### src/rtl/bus_arbiter4_pkg.sv
// Shared constants for the 4-way round-robin bus arbiter.
package bus_arbiter4_pkg;

  localparam int ARB_N            = 4;
  localparam int DEFAULT_MAX_HOLD = 15;

  localparam logic [0:0] ST_IDLE  = 1'b0;
  localparam logic [0:0] ST_OWNED = 1'b1;

  function automatic logic [ARB_N-1:0] onehot4(input logic [1:0] idx);
    return 4'b0001 << idx;
  endfunction

endpackage

### src/rtl/bus_arbiter4_rr_pick4.sv
// Rotating-priority search: first set request after 'last', wrapping mod 4.
module rr_pick4 (
  input  logic [3:0] req,
  input  logic [1:0] last,
  output logic       any,
  output logic [1:0] idx
);

  logic [1:0] cand;
  logic       found;

  always_comb begin
    any   = |req;
    idx   = last;
    cand  = last;
    found = 1'b0;
    for (int k = 1; k <= 4; k++) begin
      cand = last + k[1:0];
      if (!found && req[cand]) begin
        idx   = cand;
        found = 1'b1;
      end
    end
  end

endmodule

### src/rtl/bus_arbiter4.sv
// Round-robin owner of the 4-input bus mux; one-cycle req->grant, dead cycle
// between owners, and a hold limit that revokes a grant when others wait.
module bus_arbiter4
  import bus_arbiter4_pkg::*;
#(
  parameter int MAX_HOLD = DEFAULT_MAX_HOLD,
  parameter int CNT_BITS = 4
) (
  input  logic       clk,
  input  logic       rst,
  input  logic [3:0] req,
  output logic [3:0] grant,
  output logic [1:0] sel,
  output logic       busy,
  output logic       timeout
);

  localparam logic [CNT_BITS-1:0] HOLD_MAX  = CNT_BITS'(MAX_HOLD);
  localparam logic [CNT_BITS-1:0] HOLD_LAST = CNT_BITS'((MAX_HOLD > 0) ? MAX_HOLD - 1 : 0);

  logic [0:0]          state_q, state_d;
  logic [3:0]          grant_q, grant_d;
  logic [1:0]          sel_q, sel_d;
  logic                busy_q, busy_d;
  logic                timeout_q, timeout_d;
  logic [1:0]          last_q, last_d;
  logic [CNT_BITS-1:0] cnt_q, cnt_d;

  logic       pick_any;
  logic [1:0] pick_idx;
  logic       others_pending;
  logic       hold_expired;

  rr_pick4 u_pick (
    .req  (req),
    .last (last_q),
    .any  (pick_any),
    .idx  (pick_idx)
  );

  assign others_pending = |(req & ~grant_q);
  // The counter saturates at MAX_HOLD, so >= keeps a late arrival from being
  // starved by an owner that has already run past the limit alone.
  assign hold_expired   = (MAX_HOLD != 0) && (cnt_q >= HOLD_LAST);

  always_comb begin
    state_d   = state_q;
    grant_d   = grant_q;
    sel_d     = sel_q;
    busy_d    = busy_q;
    timeout_d = 1'b0;
    last_d    = last_q;
    cnt_d     = cnt_q;
    case (state_q)
      ST_IDLE: begin
        if (pick_any) begin
          state_d = ST_OWNED;
          grant_d = onehot4(pick_idx);
          sel_d   = pick_idx;
          busy_d  = 1'b1;
          last_d  = pick_idx;
          cnt_d   = '0;
        end
      end
      ST_OWNED: begin
        if (!req[sel_q]) begin
          state_d = ST_IDLE;
          grant_d = '0;
          busy_d  = 1'b0;
        end else if (hold_expired && others_pending) begin
          state_d   = ST_IDLE;
          grant_d   = '0;
          busy_d    = 1'b0;
          timeout_d = 1'b1;
          last_d    = sel_q;
        end else if (cnt_q != HOLD_MAX) begin
          cnt_d = cnt_q + 1'b1;
        end
      end
      default: begin
        state_d = ST_IDLE;
        grant_d = '0;
        busy_d  = 1'b0;
      end
    endcase
  end

  always_ff @(posedge clk or posedge rst) begin
    if (rst) begin
      state_q   <= ST_IDLE;
      grant_q   <= '0;
      sel_q     <= '0;
      busy_q    <= 1'b0;
      timeout_q <= 1'b0;
      last_q    <= 2'd3;
      cnt_q     <= '0;
    end else begin
      state_q   <= state_d;
      grant_q   <= grant_d;
      sel_q     <= sel_d;
      busy_q    <= busy_d;
      timeout_q <= timeout_d;
      last_q    <= last_d;
      cnt_q     <= cnt_d;
    end
  end

  assign grant   = grant_q;
  assign sel     = sel_q;
  assign busy    = busy_q;
  assign timeout = timeout_q;

endmodule

### config.mk
export PLATFORM = sky130hd
export DESIGN_NAME = bus_arbiter4
export DESIGN_NICKNAME = d
export VERILOG_FILES = /design/src/rtl/bus_arbiter4_pkg.sv /design/src/rtl/bus_arbiter4_rr_pick4.sv /design/src/rtl/bus_arbiter4.sv
export SDC_FILE = /design/constraint.sdc
export NUM_CORES = 1
export LEC_CHECK = 0
export ABC_AREA = 1
export BUFFER_PORTS_ARGS = -buffer_cell sky130_fd_sc_hd__buf_4
export CAP_MARGIN = 20
export CORE_UTILIZATION = 40
export CTS_CLUSTER_DIAMETER = 200
export DETAILED_ROUTE_END_ITERATION = 10
export SYNTH_ARGS = -nofsm -noshare
export SYNTH_HDL_FRONTEND = slang
export SYNTH_SLANG_ARGS = --single-unit
### constraint.sdc
create_clock -name clk -period 3.1 [get_ports clk]
set_input_delay 0.155 -clock clk [delete_from_list [all_inputs] [get_ports clk]]
set_output_delay 0.155 -clock clk [all_outputs]
set_load 0.02 [all_outputs]
==> reports/summary.txt, run 1 <==
Syn Inst Count -> 145
Crit. End Element -> flop
Setup_tns -> 0 ns
Hold Crit Class -> primary input to flop
Fin cells -> 191
Cells after DPL -> 186
Period utilization -> 54.0%
NetSw -> 0.724 mW
First-pass GRT wire length -> 3.86 mm
Num CTS Buffers -> 3
Commonest non-fill, non-tap cell in the layout -> nand2_1
Layout cells sized above 1 -> 22.4%
Core footprint -> 2480 um^2
R2R Path End -> sel[0]$_DFFE_PP0P_
Worst hold slack -> 0.358 ns
Critical Path AT -> 1.83 ns
Internal power -> 0.617 mW
Critical setup path kind -> flop to flop
Clk network pwr share -> 8.4%
Max Cap Viol -> 0
Vias in the first global route -> 880
Gr ovfl total -> 0
Via density -> 5.14
Combinational Power Share -> 63.3%
Max-slew violations -> 0
Rows -> 18
Setup Skew -> 0.00605 ns
Largest net degree at the start of global routing -> 17
Main combinational cell family by area after synthesis -> simple AND/OR/NAND/NOR gates
Routed via count -> 982
Gpl congestion -> 0.850
Syn Area/Cell -> 7.17 um^2
Number of placed I/O pins -> 14
Final Hold Fails -> 0
Total Routing Usage GR -> 18.9%
Drt drc -> 0
# diodes -> 0
Pleak -> 0.688 nW
P per Cell Area -> 1120 nW/um^2
# resized after CTS -> 0
RSZ-0062 raised after global routing -> no
Period minus WS final -> 1.67 ns
Sequential share of the synthesized area -> 36.3%
CTS Sinks -> 15
Worst reg2reg path depth -> 11
Hold depth -> 5
Worst-path clk slew -> 0.10 ns
NumNets Final -> 170
Seq cells post-synth -> 15
Switching share of power -> 54.0%
Post-Route Utilization -> 48.3%
Mapped Area -> 1040 um^2
Synth Area in XOR/XNOR -> 1.68%
Maximum VDD drop -> 0.000583 V
FF-to-FF Start -> last_q[0]$_DFFE_PP1P_
H-tree depth -> 1
Yosys cell types -> 25
Flop pwr share -> 28.2%
Max-slew headroom -> 56.4%
WL/cell -> 11.9 um
Starting Density -> 42.0%
Post-Synth Simple-Gate Area -> 46.6%
Synth-to-layout area growth -> 15.2%
Startpoint Class -> flop
Hold worst-path end -> state_q$_DFF_PP0_
Adder-cell share of the synthesized area -> 2.41%
Port Buffers -> 13
Fillcell total -> 254
Final Cell Area -> 1200 um^2
DIE AREA -> 2810 um^2
HPWL Detailed -> 1.77 mm
Chip height -> 53.0 um
Initial antenna violation count -> 0
Final WL -> 2.28 mm
Worst Path Max Fanout -> 9
CTS tree -> built
Mux contribution to synthesized area -> 0%
F_max -> 597 MHz
Synthesized net count -> 153
Warnings, synthesis -> 0
Clock buffer depth -> 2
Chip Width -> 53.0 um
Hold path startpoint -> req[0]
Worst Tran Pin Value -> 0.648 ns
Routed Antenna Nets -> 0
Outcome -> completed
Commonest non-fill, non-tap cells in the layout -> nand2_1 (60), nand3_1 (17), dfrtp_1 (13), buf_4 (13), inv_1 (10)
Placed Area -> 1160 um^2
Initial DRT Pass Iterations -> 4
Compound-Gate Fraction of Synth Area -> 6.74%
Iteration-0 DRC count of the detailed router -> 19
CTS root buf -> clkbuf_4
Critical path data required time -> 3.25 ns
Clk Latency, worst-skew pair -> 0.29 ns
R2R Setup Slk -> 1.43 ns
Final setup vio count -> 0
Post-CTS Setup Inserts -> 0
what timing repair did:
| item | CTS | global route |
|---|---|---|
| endpoints found under the setup margin | 0 | 0 |
| hold buffers | 1 | 0 |
| hold endpoints to repair | 13 | 0 |
power by group through the flow:
stage	Sequential (mW)	Combinational [mW]	Clock (mW)
final	0.379	0.850	0.113
after CTS	0.378	0.854	0.116
after detailed placement	0.381	0.850	0
after global placement	0.377	0.833	0
after global routing	0.389	0.959	0.131
after floorplan	0.384	0.656	0
flip-flops by register name, indices dropped and copies added (netlist names):
name     count
timeout      1
last_q       2
grant        4
sel          2
state_q      1
busy         1
cnt_q        4
logic make-up (layout without fill, tap and decap cells):
kind of cell	after synthesis	count (layout)
xor gates and xnor gates	2	2
and+or+nand+nor	100	100
buffers and inverters	14	30
DFF	15	15
AOI/OAI and AO/OA	12	12
adders and majority gates	2	2
worst max path at each step:
stage	startpoint	endpoint	slack, ns	cells past startpoint
after floorplan	last_q[0]$_DFFE_PP1P_	sel[0]$_DFFE_PP0P_	1.59	12
after global placement	last_q[0]$_DFFE_PP1P_	grant[3]$_DFFE_PP0P_	1.46	11
after detailed placement	last_q[0]$_DFFE_PP1P_	grant[3]$_DFFE_PP0P_	1.44	11
after CTS	last_q[0]$_DFFE_PP1P_	grant[0]$_DFFE_PP0P_	1.42	12
after global routing	last_q[0]$_DFFE_PP1P_	grant[1]$_DFFE_PP0P_	1.27	10
final	last_q[0]$_DFFE_PP1P_	sel[0]$_DFFE_PP0P_	1.43	11
cell usage after synthesis:
| cell type | instances | area (um^2) |
|---|---|---|
| o211ai_1 | 1 | 7.51 |
| dfrtp_1 | 13 | 325 |
| or2_2 | 1 | 6.26 |
| inv_2 | 1 | 3.75 |
| nand2_1 | 60 | 225 |
| ha_1 | 2 | 25.0 |
| clkbuf_1 | 1 | 3.75 |
| inv_1 | 10 | 37.5 |
| nand3_2 | 1 | 10.0 |
| xor2_1 | 2 | 17.5 |
| nor2_1 | 5 | 18.8 |
| o21ai_1 | 1 | 5.00 |
| nor2_8 | 1 | 20.0 |
| o21ai_0 | 4 | 20.0 |
| a21oi_1 | 4 | 20.0 |
| nand3_1 | 17 | 85.1 |
| buf_6 | 1 | 11.3 |
| a21boi_0 | 1 | 7.51 |
| nand4_1 | 3 | 18.8 |
| nand2_4 | 4 | 45.0 |
| nor2_4 | 1 | 11.3 |
| dfstp_2 | 2 | 52.6 |
| o211a_1 | 1 | 10.0 |
| nand2_2 | 7 | 43.8 |
| inv_6 | 1 | 8.76 |
layer usage:
metal | routed length (um) | vias to the layer above | track usage (%)
met5 | 0 | - | 0
met3 | 89 | 2 | 2.59
met2 | 1130 | 28 | 31.6
met4 | 17 | 0 | 6.58
met1 | 1040 | 454 | 24.6
li1 | - | 498 | -
through the flow:
| step | setup WS (ns) | power (mW) |
|---|---|---|
| 6_report | 1.43 | 1.34 |
| 3_3_place_gp | 1.46 | 1.21 |
| 4_1_cts | 1.42 | 1.35 |
| 5_1_grt | 1.27 | 1.48 |
| 2_1_floorplan | 1.59 | 1.04 |
| 3_5_place_dp | 1.44 | 1.23 |
final cells by class:
class,instances,area (um^2),share of cell area [%]
repair buffers,14,108,8.99
multi-input cells,116,597,49.8
clock buffers,3,22.5,1.88
clock inverters,1,5.00,0.418
inverters,12,50.0,4.18
well taps,30,37.5,3.13
flip-flops and latches,15,378,31.6
critical path, cell delays in order (launching register included):
cell     delay [ns]
dfstp_2        0.65
inv_6          0.06
nand2_1        0.08
nand2_2        0.08
nand2_4        0.10
nand2_4        0.08
nor2_8         0.12
nand2_4        0.06
nand2_2        0.08
nand2_2        0.08
nor2_4         0.10
a21oi_1        0.05
No activity file was read; power rests on OpenSTA's default activity.
==> inputs of run 2 (changes only) <==
--- a/config.mk
+++ b/config.mk
@@ -5,7 +5,7 @@
 export SDC_FILE = /design/constraint.sdc
 export NUM_CORES = 1
 export LEC_CHECK = 0
-export ABC_AREA = 1
+export ABC_AREA = 0
 export BUFFER_PORTS_ARGS = -buffer_cell sky130_fd_sc_hd__buf_4
 export CAP_MARGIN = 20
 export CORE_UTILIZATION = 40
==> constraint.sdc (replaced) <==
create_clock -name clk -period 1.5 [get_ports clk]
set_input_delay 0.075 -clock clk [delete_from_list [all_inputs] [get_ports clk]]
set_output_delay 0.075 -clock clk [all_outputs]
set_load 0.02 [all_outputs]
==> reports/summary.txt, run 2 <==
Pleak -> 0.565 nW
Commonest non-fill, non-tap cells in the layout -> buf_4 (24), dfrtp_1 (12), nor2_1 (7)
Initial antenna violation count -> 0
Most frequent cell after synthesis -> dfrtp_1
R2R Setup Slk -> -0.05 ns
Starting Density -> 42.8%
Iteration-0 DRC count of the detailed router -> 12
Layout cells sized above 1 -> 40.0%
Clk Latency, worst-skew pair -> 0.29 ns
Top post-synthesis cells by count -> dfrtp_1 (13), nor2_1 (7), nand2b_1 (6)
Post-Route Utilization -> 54.6%
Synth-to-layout area growth -> 27.6%
NetSw -> 0.915 mW
Internal power -> 1.31 mW
Seq cells post-synth -> 15
Sequential share of the synthesized area -> 39.9%
Max-slew violations -> 0
Worst-path clk slew -> 0.10 ns
Rows -> 17
Outcome -> finished with violations
Hold Crit Class -> primary input to flop
Critical path data required time -> 1.71 ns
RSZ-0062 raised after global routing -> yes
Maximum VDD drop -> 0.00113 V
Max-slew headroom -> 62.6%
Critical Path AT -> 1.76 ns
Syn Area/Cell -> 10.8 um^2
CTS root buf -> clkbuf_4
Fillcell total -> 202
Mapped Area -> 947 um^2
Worst Tran Pin Value -> 0.560 ns
Fin cells -> 143
Vias in the first global route -> 786
Chip Width -> 50.7 um
Gpl congestion -> 0.781
Gr ovfl total -> 0
Final Hold Fails -> 0
Failing checks -> negative setup slack
Core footprint -> 2210 um^2
Switching share of power -> 41.1%
Commonest non-fill, non-tap cell in the layout -> buf_4
Setup_tns -> -0.251 ns
Total Routing Usage GR -> 19.5%
Routed via count -> 792
First-pass GRT wire length -> 3.73 mm
Max Cap Viol -> 0
# diodes -> 0
Crit. End Element -> flop
Power, Total -> 2.22 mW
DIE AREA -> 2570 um^2
Setup Skew -> 0.00947 ns
CTS tree -> built
Clk network pwr share -> 10.7%
Clock buffer depth -> 2
H-tree depth -> 1
Number of placed I/O pins -> 14
Period minus WS final -> 1.55 ns
Warnings, synthesis -> 0
NumNets Final -> 124
Final Cell Area -> 1210 um^2
F_max -> 646 MHz
Port Buffers -> 13
DP Worst Slack -> -0.0283 ns
WL/cell -> 14.5 um
CTS Sinks -> 15
Period utilization -> 103%
Drt drc -> 0
Area fraction of the dominant cell type after synthesis -> 34.3%
Final WL -> 2.08 mm
Synth area leaders -> dfrtp_1 (34%), dfstp_2 (5.5%), mux2i_1 (5.3%), a32o_1 (4.2%), nand2b_1 (4.0%)
Final WS setup -> -0.0470 ns
Final setup vio count -> 8
Worst Path Max Fanout -> 4
Syn Inst Count -> 88
Cells after DPL -> 136
Largest net degree at the start of global routing -> 16
Initial DRT Pass Iterations -> 4
HPWL Detailed -> 1.54 mm
Chip height -> 50.7 um
Yosys cell types -> 41
Critical setup path kind -> flop to flop
Yosys top cell by area -> dfrtp_1
Routed Antenna Nets -> 0
Placed Area -> 1140 um^2
Combinational Power Share -> 55.5%
Asr flop ratio synth -> 100%
Most common flop cell mapped by yosys -> dfrtp_1
Flop pwr share -> 33.8%
EDFF count, synth -> 0
Startpoint Class -> flop
Synthesized net count -> 96
P per Cell Area -> 1840 nW/um^2
Worst hold slack -> 0.355 ns
Via density -> 5.54
Num CTS Buffers -> 3
## run 2: power by group through the flow
stage | combinational [mW] | clock (mW) | sequential, mW
global placement | 1.21 | 0 | 0.756
detailed placement | 1.22 | 0 | 0.758
global route | 1.35 | 0.258 | 0.780
finish | 1.23 | 0.237 | 0.752
floorplan | 0.809 | 0 | 0.797
CTS | 1.23 | 0.244 | 0.749
## run 2: layer usage
metal / wire (um) / global-route usage [%] / vias up
li1: - / - / 383
met1: 1040 / 28.7 / 395
met2: 958 / 29.1 / 12
met3: 70 / 1.82 / 2
met4: 12 / 8.33 / 0
met5: 0 / 0 / -
## run 2: cells by family (layout without fill, tap and decap cells)
group,Yosys count,after routing,synth area share (%)
buffers and inverters,8,35,4.23
adder cells (fa/ha/maj),2,2,2.64
multiplexers,8,8,10.8
flip-flops,15,15,39.9
AND/OR/NAND/NOR,32,32,21.3
AO/OA/AOI/OAI,23,23,21.1
## run 2: repair_timing
action / CTS / global route
pin swaps: 1 / 1
resized for setup: 0 / 3
hold buffers: 1 / 0
endpoints found under the hold margin: 13 / 0
setup endpoints to repair: 9 / 11
setup buffers: 1 / 1
## run 2: path summary, 6_finish.rpt
path,startpoint,cells after the start,endpoint
max,cnt_q[1]$_DFFE_PP0P_,5,last_q[1]$_DFFE_PP1P_
min in group asynchronous,rst,3,grant[3]$_DFFE_PP0P_
min reg2reg,busy$_DFFE_PP0P_,1,busy$_DFFE_PP0P_
max in group asynchronous,rst,3,sel[0]$_DFFE_PP0P_
min,req[1],5,cnt_q[3]$_DFFE_PP0P_
max reg2reg,cnt_q[1]$_DFFE_PP0P_,5,last_q[1]$_DFFE_PP1P_
## run 2: critical path: stages, from the launching register on
cell,delay [ns]
dfrtp_1,0.42
ha_1,0.19
o211ai_1,0.21
a41oi_1,0.11
a21oi_2,0.23
mux2_4,0.31
## run 2: cell type report
class                      instances  area (um^2)  area share, %
sequential                        15          379           31.4
tap                               28         35.0           2.90
inverter                           5         18.8           1.55
multi-input combinational         65          547           45.2
timing repair buffer              26          201           16.7
clock buffer                       3         22.5           1.86
clock inverter                     1         5.00          0.414
